[src/rtl/line_burst_arbiter_pkg.sv]
// rv32i_types: shared line/word types and arbiter enums
package rv32i_types;
  typedef logic [255:0] rv32i_line;
  typedef logic [31:0] rv32i_word;
  typedef enum logic [2:0] {IDLE, INST_RD, DATA_RD, DATA_WR, DONE} lba_state_t;
  typedef enum logic {INST, DATA} lba_owner_t;
  localparam int BEAT_W = 64;
endpackage

[src/rtl/line_burst_arbiter_serdes.sv]
// line_serdes: beat counter, write-beat mux and read-line assembly
module line_serdes
  import rv32i_types::*;
#(
  parameter int BEATS = 4
) (
  input  logic                    clk,
  input  logic                    rst,
  input  logic                    start,
  input  logic                    busy,
  input  logic                    mem_resp,
  input  logic [BEAT_W-1:0]       mem_rdata,
  input  logic [BEAT_W*BEATS-1:0] wdata,
  output logic [BEAT_W-1:0]       mem_wdata,
  output logic                    last_beat,
  output logic [BEAT_W*BEATS-1:0] line
);
  localparam int CW = BEATS > 1 ? $clog2(BEATS) : 1;
  logic [CW-1:0] cnt_q, cnt_d;
  logic [BEAT_W*BEATS-1:0] line_q, line_d;
  logic fire;
  // beats count only on accepted mem_resp; the incoming beat is merged so the
  // final beat is visible in the same cycle it arrives
  always_comb begin
    fire = busy && mem_resp;
    last_beat = fire && cnt_q == CW'(BEATS - 1);
    cnt_d = start || last_beat ? '0 : fire ? cnt_q + 1'b1 : cnt_q;
    line_d = line_q;
    if (fire) line_d[BEAT_W*cnt_q +: BEAT_W] = mem_rdata;
  end
  assign mem_wdata = wdata[BEAT_W*cnt_q +: BEAT_W];
  assign line = line_d;
  // counter and assembly register
  always_ff @(posedge clk) begin
    if (rst) begin
      cnt_q <= '0;
      line_q <= '0;
    end else begin
      cnt_q <= cnt_d;
      line_q <= line_d;
    end
  end
endmodule

[src/rtl/line_burst_arbiter.sv]
// line_burst_arbiter: line-granular arbitration of one burst memory port between inst and data requesters
module line_burst_arbiter
  import rv32i_types::*;
#(
  parameter int STARVE_LIMIT = 2,
  parameter int BEATS = 4
) (
  input  logic                    clk,
  input  logic                    rst,
  input  logic                    inst_read,
  input  logic [31:0]             inst_addr,
  output logic [BEAT_W*BEATS-1:0] inst_rdata,
  output logic                    inst_resp,
  input  logic                    data_read,
  input  logic                    data_write,
  input  logic [31:0]             data_addr,
  input  logic [BEAT_W*BEATS-1:0] data_wdata,
  output logic [BEAT_W*BEATS-1:0] data_rdata,
  output logic                    data_resp,
  output logic                    mem_read,
  output logic                    mem_write,
  output logic [31:0]             mem_addr,
  output logic [BEAT_W-1:0]       mem_wdata,
  input  logic [BEAT_W-1:0]       mem_rdata,
  input  logic                    mem_resp
);
  localparam int LW = BEAT_W * BEATS;
  localparam int SW = STARVE_LIMIT > 0 ? $clog2(STARVE_LIMIT + 1) : 1;
  lba_state_t state_q, state_d;
  lba_owner_t owner_q, owner_d;
  logic [SW-1:0] streak_q, streak_d;
  rv32i_word addr_q, addr_d;
  logic [LW-1:0] wdata_q, wdata_d, inst_rdata_q, inst_rdata_d, data_rdata_q, data_rdata_d, line;
  logic mem_read_q, mem_read_d, mem_write_q, mem_write_d;
  logic inst_resp_q, inst_resp_d, data_resp_q, data_resp_d;
  logic data_req, starved, grant_inst, busy, start, last_beat;
  logic unused_addr_bits;
  assign unused_addr_bits = ^{inst_addr[4:0], data_addr[4:0]};
  line_serdes #(.BEATS(BEATS)) u_serdes (
    .clk(clk),
    .rst(rst),
    .start(start),
    .busy(busy),
    .mem_resp(mem_resp),
    .mem_rdata(mem_rdata),
    .wdata(wdata_q),
    .mem_wdata(mem_wdata),
    .last_beat(last_beat),
    .line(line)
  );
  // grant in IDLE, finish burst on the last beat, pulse resp from DONE
  always_comb begin
    data_req = data_read || data_write;
    starved = streak_q == SW'(STARVE_LIMIT);
    grant_inst = inst_read && (!data_req || starved);
    busy = state_q inside {INST_RD, DATA_RD, DATA_WR};
    start = state_q == IDLE && (inst_read || data_req);
    state_d = state_q;
    owner_d = owner_q;
    streak_d = streak_q;
    addr_d = addr_q;
    wdata_d = wdata_q;
    mem_read_d = mem_read_q;
    mem_write_d = mem_write_q;
    inst_resp_d = 1'b0;
    data_resp_d = 1'b0;
    inst_rdata_d = inst_rdata_q;
    data_rdata_d = data_rdata_q;
    if (start) begin
      owner_d = grant_inst ? INST : DATA;
      state_d = grant_inst ? INST_RD : data_write ? DATA_WR : DATA_RD;
      addr_d = {grant_inst ? inst_addr[31:5] : data_addr[31:5], 5'b0};
      mem_read_d = grant_inst || !data_write;
      mem_write_d = !grant_inst && data_write;
      wdata_d = !grant_inst && data_write ? data_wdata : wdata_q;
      streak_d = grant_inst || !inst_read ? '0 : starved ? streak_q : streak_q + 1'b1;
    end else if (last_beat) begin
      state_d = DONE;
      mem_read_d = 1'b0;
      mem_write_d = 1'b0;
      inst_resp_d = owner_q == INST;
      data_resp_d = owner_q == DATA;
      inst_rdata_d = state_q == INST_RD ? line : inst_rdata_q;
      data_rdata_d = state_q == DATA_RD ? line : data_rdata_q;
    end else if (state_q == DONE) begin
      state_d = IDLE;
    end
  end
  // all FSM state and registered outputs
  always_ff @(posedge clk) begin
    if (rst) begin
      state_q <= IDLE;
      owner_q <= INST;
      streak_q <= '0;
      addr_q <= '0;
      wdata_q <= '0;
      mem_read_q <= 1'b0;
      mem_write_q <= 1'b0;
      inst_resp_q <= 1'b0;
      data_resp_q <= 1'b0;
      inst_rdata_q <= '0;
      data_rdata_q <= '0;
    end else begin
      state_q <= state_d;
      owner_q <= owner_d;
      streak_q <= streak_d;
      addr_q <= addr_d;
      wdata_q <= wdata_d;
      mem_read_q <= mem_read_d;
      mem_write_q <= mem_write_d;
      inst_resp_q <= inst_resp_d;
      data_resp_q <= data_resp_d;
      inst_rdata_q <= inst_rdata_d;
      data_rdata_q <= data_rdata_d;
    end
  end
  assign mem_read = mem_read_q;
  assign mem_write = mem_write_q;
  assign mem_addr = addr_q;
  assign inst_resp = inst_resp_q;
  assign data_resp = data_resp_q;
  assign inst_rdata = inst_rdata_q;
  assign data_rdata = data_rdata_q;
endmodule

[config.mk]
export PLATFORM = sky130hd
export DESIGN_NAME = line_burst_arbiter
export DESIGN_NICKNAME = d
export VERILOG_FILES = /design/src/rtl/line_burst_arbiter_pkg.sv /design/src/rtl/line_burst_arbiter_serdes.sv /design/src/rtl/line_burst_arbiter.sv
export SDC_FILE = /design/constraint.sdc
export NUM_CORES = 2
export LEC_CHECK = 0
export CORE_AREA = 2 2 386 388
export CTS_BUF_LIST = sky130_fd_sc_hd__clkbuf_8
export CTS_CLUSTER_SIZE = 30
export DETAILED_ROUTE_END_ITERATION = 12
export DIE_AREA = 0 0 388 390
export PLACE_DENSITY_LB_ADDON = 0.08
export RECOVER_POWER = 50
export SLEW_MARGIN = 10
export SYNTH_ARGS = -nofsm -noshare
export SYNTH_HDL_FRONTEND = slang
export SYNTH_SLANG_ARGS = --single-unit
[constraint.sdc]
create_clock -name clk -period 4.44 [get_ports clk]
set_input_delay 1.332 -clock clk [delete_from_list [all_inputs] [get_ports clk]]
set_output_delay 1.332 -clock clk [all_outputs]
set_load 0.005 [all_outputs]
## After elaboration in Yosys (flattened, before gate mapping)

Cells that the tools add are included.

| operators by class | value |
|---|---|
| add/subtract/negate cells | 3 |
| eq/ne operators | 7 |
| shift operators | 3 |
| muxes and demuxes | 14 |
| bitwise operators | 3 |
| reductions and logical operators | 25 |

Operator list:

| operator | count |
|---|---|
| 256-bit bitwise mux | 1 |
| 256-bit 2-to-1 mux | 1 |
| 64-bit by 34-bit variable shift with 256-bit output, first input constant | 1 |
| 256-bit by 9-bit indexed part select with 64-bit output | 1 |
| 64-bit by 34-bit indexed part select with 256-bit output | 1 |
| 8-bit negator with 34-bit output | 1 |
| 27-bit 2-to-1 mux | 1 |
| 3-bit 2-to-1 mux | 3 |
| 3-bit by 2-bit == test with 1-bit output, second input constant | 2 |
| 1-bit logical OR | 6 |
| 2-bit 2-to-1 mux | 3 |
| 3-bit AND reduction | 2 |
| 3-bit nonzero test | 2 |
| 1-bit logical AND | 5 |
| 1-bit 2-to-1 mux | 5 |
| 2-bit by 1-bit adder with 2-bit output, second input constant | 2 |
| 2-bit == test, second input constant | 2 |
| 1-bit logical NOT | 4 |
| 2-bit AND reduction | 2 |
| 3-bit by 1-bit == test with 1-bit output, second input constant | 1 |
| 3-bit == test, second input constant | 1 |
| 3-bit logical NOT | 1 |
| 1-bit NOT | 3 |
| 3-bit OR reduction | 1 |
| 3 further kinds | 3 |

| storage, ports and cells | value |
|---|---|
| flip-flop bits (word level) | 1,063 |
| bits of input ports | 390 |
| output and inout port bits | 612 |
| logic and storage cells | 68 |

## Depth between registers and ports, before layout

| depth | value |
|---|---|
| depth after elaboration | 7 |
| gate-level depth with buffers | 11 |
| gate-level depth less buffers | 6 |

## By module

From an unflattened synthesis, not the netlist that was laid out.

| unflattened totals | value |
|---|---|
| cell total of the unflattened synthesis | 5,044 |
| area total of the unflattened synthesis | 39,907.0 sq um |

By module, submodules not included:

| module | times used | cells each | area an instance (sq um) | sequential area each (sq um) |
|---|---|---|---|---|
| line_burst_arbiter | 1 | 3,545 | 27,908.0 | 16,115.5 |
| line_serdes | 1 | 1,499 | 11,999.0 | 5,165.0 |

## Least setup slack after synthesis

No wires, ideal clock.

| path | value |
|---|---|
| kind | reg-to-output |
| start point | reg u_serdes.cnt_q[0] |
| end point | out mem_wdata[25] |
| data arrival time | 1.592 ns |
| setup slack | 1.516 ns |
| stages on the path, launching flop included | 5 |
| cells stage by stage | dfxtp_1 -> buf_2 -> buf_2 -> buf_2 -> mux4_2 |

| on the way | value |
|---|---|
| longest elaborated chain between the ends | 1 |

Ends and longest elaborated chain:

| element | line | text |
|---|---|---|
| start, declared | line_burst_arbiter_serdes.sv:19 | `logic [CW-1:0] cnt_q, cnt_d;` |
| start signal, assigned | line_burst_arbiter_serdes.sv:39 | `cnt_q <= cnt_d;` |
| 256-bit by 9-bit indexed part select with 64-bit output | line_burst_arbiter_serdes.sv:31 | `assign mem_wdata = wdata[BEAT_W*cnt_q +: BEAT_W];` |
| end, declared | line_burst_arbiter.sv:23 | `output logic [BEAT_W-1:0] mem_wdata,` |

Every way passes these cells.

## Worst setup path after layout

| path | value |
|---|---|
| start point | reg u_serdes.cnt_q[0] |
| end point | out mem_wdata[48] |

Same word-level chain as after synthesis.

==> results.json <==
{
  "syn_area_per_cell_um2": 9.29,
  "tns_ps": 0,
  "internal_power_w": 0.0158,
  "critPathTopFamily": "buffers and inverters",
  "ys_top_cells_by_area": "dfxtp_1, a211oi_1, nor2_1",
  "grt_pass1_wl_mm": 231,
  "outcome": "finished with violations",
  "synthFlopType": "dfxtp_1",
  "wirelength_mm": 160,
  "clk_latency_ps": 890,
  "syn-cell-area_um2": 39500,
  "synth.most_common_cell": "dfxtp_1",
  "dieHeight_um": 390,
  "dp_cells": 6862,
  "grtUsageTotal_pct": 20.5,
  "crit_path_max_incr_delay_ps": 630,
  "port-buffer-count": 986,
  "power.leakage_nw": 19.0,
  "grt_max_degree": 151,
  "wl_per_cell_um": 22.2,
  "synth_edf_count": 0,
  "die-area_um2": 151000,
  "period_minus_slack_ps": 4200,
  "clock-sinks": 1063,
  "critPathKind": "register to output port",
  "reg2reg_slack_ps": 710,
  "hold_class": "register to register",
  "htreeDepth": 4,
  "synthCells": 4257,
  "first_pass_iters": 5,
  "cap_violations": 4,
  "finClkSkew_ps": 75.0,
  "setup_violations": 0,
  "p_sw_w": 0.00553,
  "final_cells": 7218,
  "slew_violations": 82,
  "cp-end-kind": "output port",
  "vias_per_cell": 4.62,
  "synth-compound-area-share_pct": 13.8,
  "cp.required_ps": 3110,
  "gp_congestion": 0.811,
  "start_util_pct": 26.9,
  "swShare_pct": 25.9,
  "numCtsBuffers": 194,
  "clkTransAtPathRegs_ps": 60,
  "synth-xor-area-share_pct": 0,
  "drc": 0,
  "startpoint_type": "register",
  "synthTopCellsByCount": "dfxtp_1, nor2_1, nand2_1",
  "multi_input_area_um2": 16600,
  "nFillCells": 15250,
  "post-route-period-util_pct": 94.6,
  "path_cells": "buf_12 > mux4_2 > clkdlybuf4s50_1",
  "crit_buf_inv": 2,
  "finalNetCount": 5524,
  "power_frac_clock_pct": 43.9,
  "post_cts_buffers": 0,
  "critPathSlowestCell": "mux4_2",
  "first_global_vias": 32709,
  "cts_tree": "yes",
  "place.detailed.hpwl_mm": 114,
  "fmax_mhz": 238,
  "hold_slack_ps": 406,
  "coreArea_um2": 147000,
  "synth-seq-area-share_pct": 53.8,
  "dp_worst_setup_slack_ps": 592,
  "area_growth_pct": 39.3,
  "ys_types": 40,
  "p_comb_share_pct": 9.4,
  "finalHoldViolations": 0,
  "ff_latch_area_um2": 21300,
  "cts.path.max_buffers": 3,
  "violations": "max-capacitance violations, max-slew violations",
  "via_count": 33361,
  "layout-drive-gt1-share_pct": 7.84,
  "drt_iter0_drc": 1648,
  "irDropWorstVdd_mv": 0.205,
  "synth_top_family_by_area": "simple AND/OR/NAND/NOR gates",
  "dieWidth_um": 388,
  "overflow": 0,
  "cts_hold_buf": 0,
  "rsz0062_at_grt": "false",
  "finalPower_w": 0.0213,
  "synth-simple-area-share_pct": 17.6,
  "layout_setup_ws_ps": 238,
  "ys_async_sr_fraction_pct": 0,
  "power_density_nw_per_um2": 387,
  "yosysTopAreaCell": "dfxtp_1",
  "synthMuxAreaShare_pct": 10.2,
  "synth-adder-area-share_pct": 0.190,
  "ys_seq_elements": 1063,
  "rows": 141,
  "seq_power_share_pct": 46.8,
  "drtAntennaViolNets": 0,
  "tightestPinTransition_ps": 2300,
  "critPathMaxFanout": 20,
  "relSlewSlack_pct": -54.1,
  "io_pins": 1002,
  "yosys.area.top_type_share_pct": 53.8,
  "root_buffer": "clkbuf_8",
  "antenna_found_initial": 26,
  "arrival_ps": 2870,
  "ys.warnings.count": 0,
  "ctsResizeCount": 0
}
==> worst reg2reg max path, cell delays in order (launching register included) <==
cell,delay [ps]
dfxtp_4,580
inv_1,170
ha_1,280
nor2_1,1720
buf_12,310
and3_1,210
mux2i_1,170
a211oi_1,280
==> path summary, 6_finish.rpt <==
path,start,endpoint,depth (start not counted)
hold / removal,owner_q,inst_resp,1
setup / recovery,u_serdes.cnt_q[0],mem_wdata[48],3
setup reg to reg,u_serdes.cnt_q[0],inst_rdata[94],7
hold reg to reg,owner_q,inst_resp,1
==> power by group through the flow <==
stage	logic, W	clock network [W]	registers [W]
2_1_floorplan	0.00105	0	0.0101
3_5_place_dp	0.00207	0	0.0102
6_report	0.00200	0.00934	0.00996
3_3_place_gp	0.00206	0	0.0102
5_1_grt	0.00219	0.0101	0.00998
4_1_cts	0.00208	0.00974	0.00995
==> final cells by class <==
type	count	share of cell area [%]
Timing Repair Buffer	1062	19.7
Clock inverter	96	0.975
Tap cell	1930	4.39
Inverter	5	0.0341
Multi-Input combinational cell	2802	30.1
Sequential cell	1063	38.7
Clock buffer	242	6.05
Antenna cell	18	0.0818
==> per-stage QoR <==
stage	util, %	cell area (µm²)
global placement	34.9	51300
finish	37.4	55000
detailed placement	34.9	51300
CTS	37.5	55200
global route	37.4	55000
floorplan	-	39500
==> per-layer routing <==
layer	vias up	global-route usage, %	wire, µm
met3	233	7.01	11800
met4	10	6.67	4170
met2	787	35.8	80600
li1	16464	-	-
met5	-	0	61
met1	15867	23.4	63600
==> flip-flops by register name (all words and copies together), names as in the netlist, 2 cells and up <==
signal           count
streak_q             2
state_q              3
u_serdes.cnt_q       2
inst_rdata         256
data_rdata         256
mem_addr            27
wdata_q            256
u_serdes.line_q    256
==> placed cells by master (no fill, tap or decap), types with 5 or more instances in the layout <==
cell / count
diode_2: 18
clkbuf_8: 242
a21oi_1: 263
nor2_1: 803
mux4_2: 64
and3_1: 157
a311oi_1: 27
ha_1: 6
mux2i_1: 256
clkbuf_1: 7
clkbuf_2: 6
clkinv_2: 9
clkinvlp_4: 6
nand3_1: 5
and2_0: 36
nand2_1: 572
a211oi_1: 513
conb_1: 5
dfxtp_1: 1061
buf_4: 25
and2_1: 67
inv_1: 77
buf_12: 36
clkdlybuf4s50_1: 983
==> cell families after synthesis <==
logic type      after synthesis
other cells                   1
compound gates              811
fa+ha+maj                     6
mux                         321
buf+inv                     396
simple gates               1659
flops                      1063
Power figures use the tool's default switching activity.
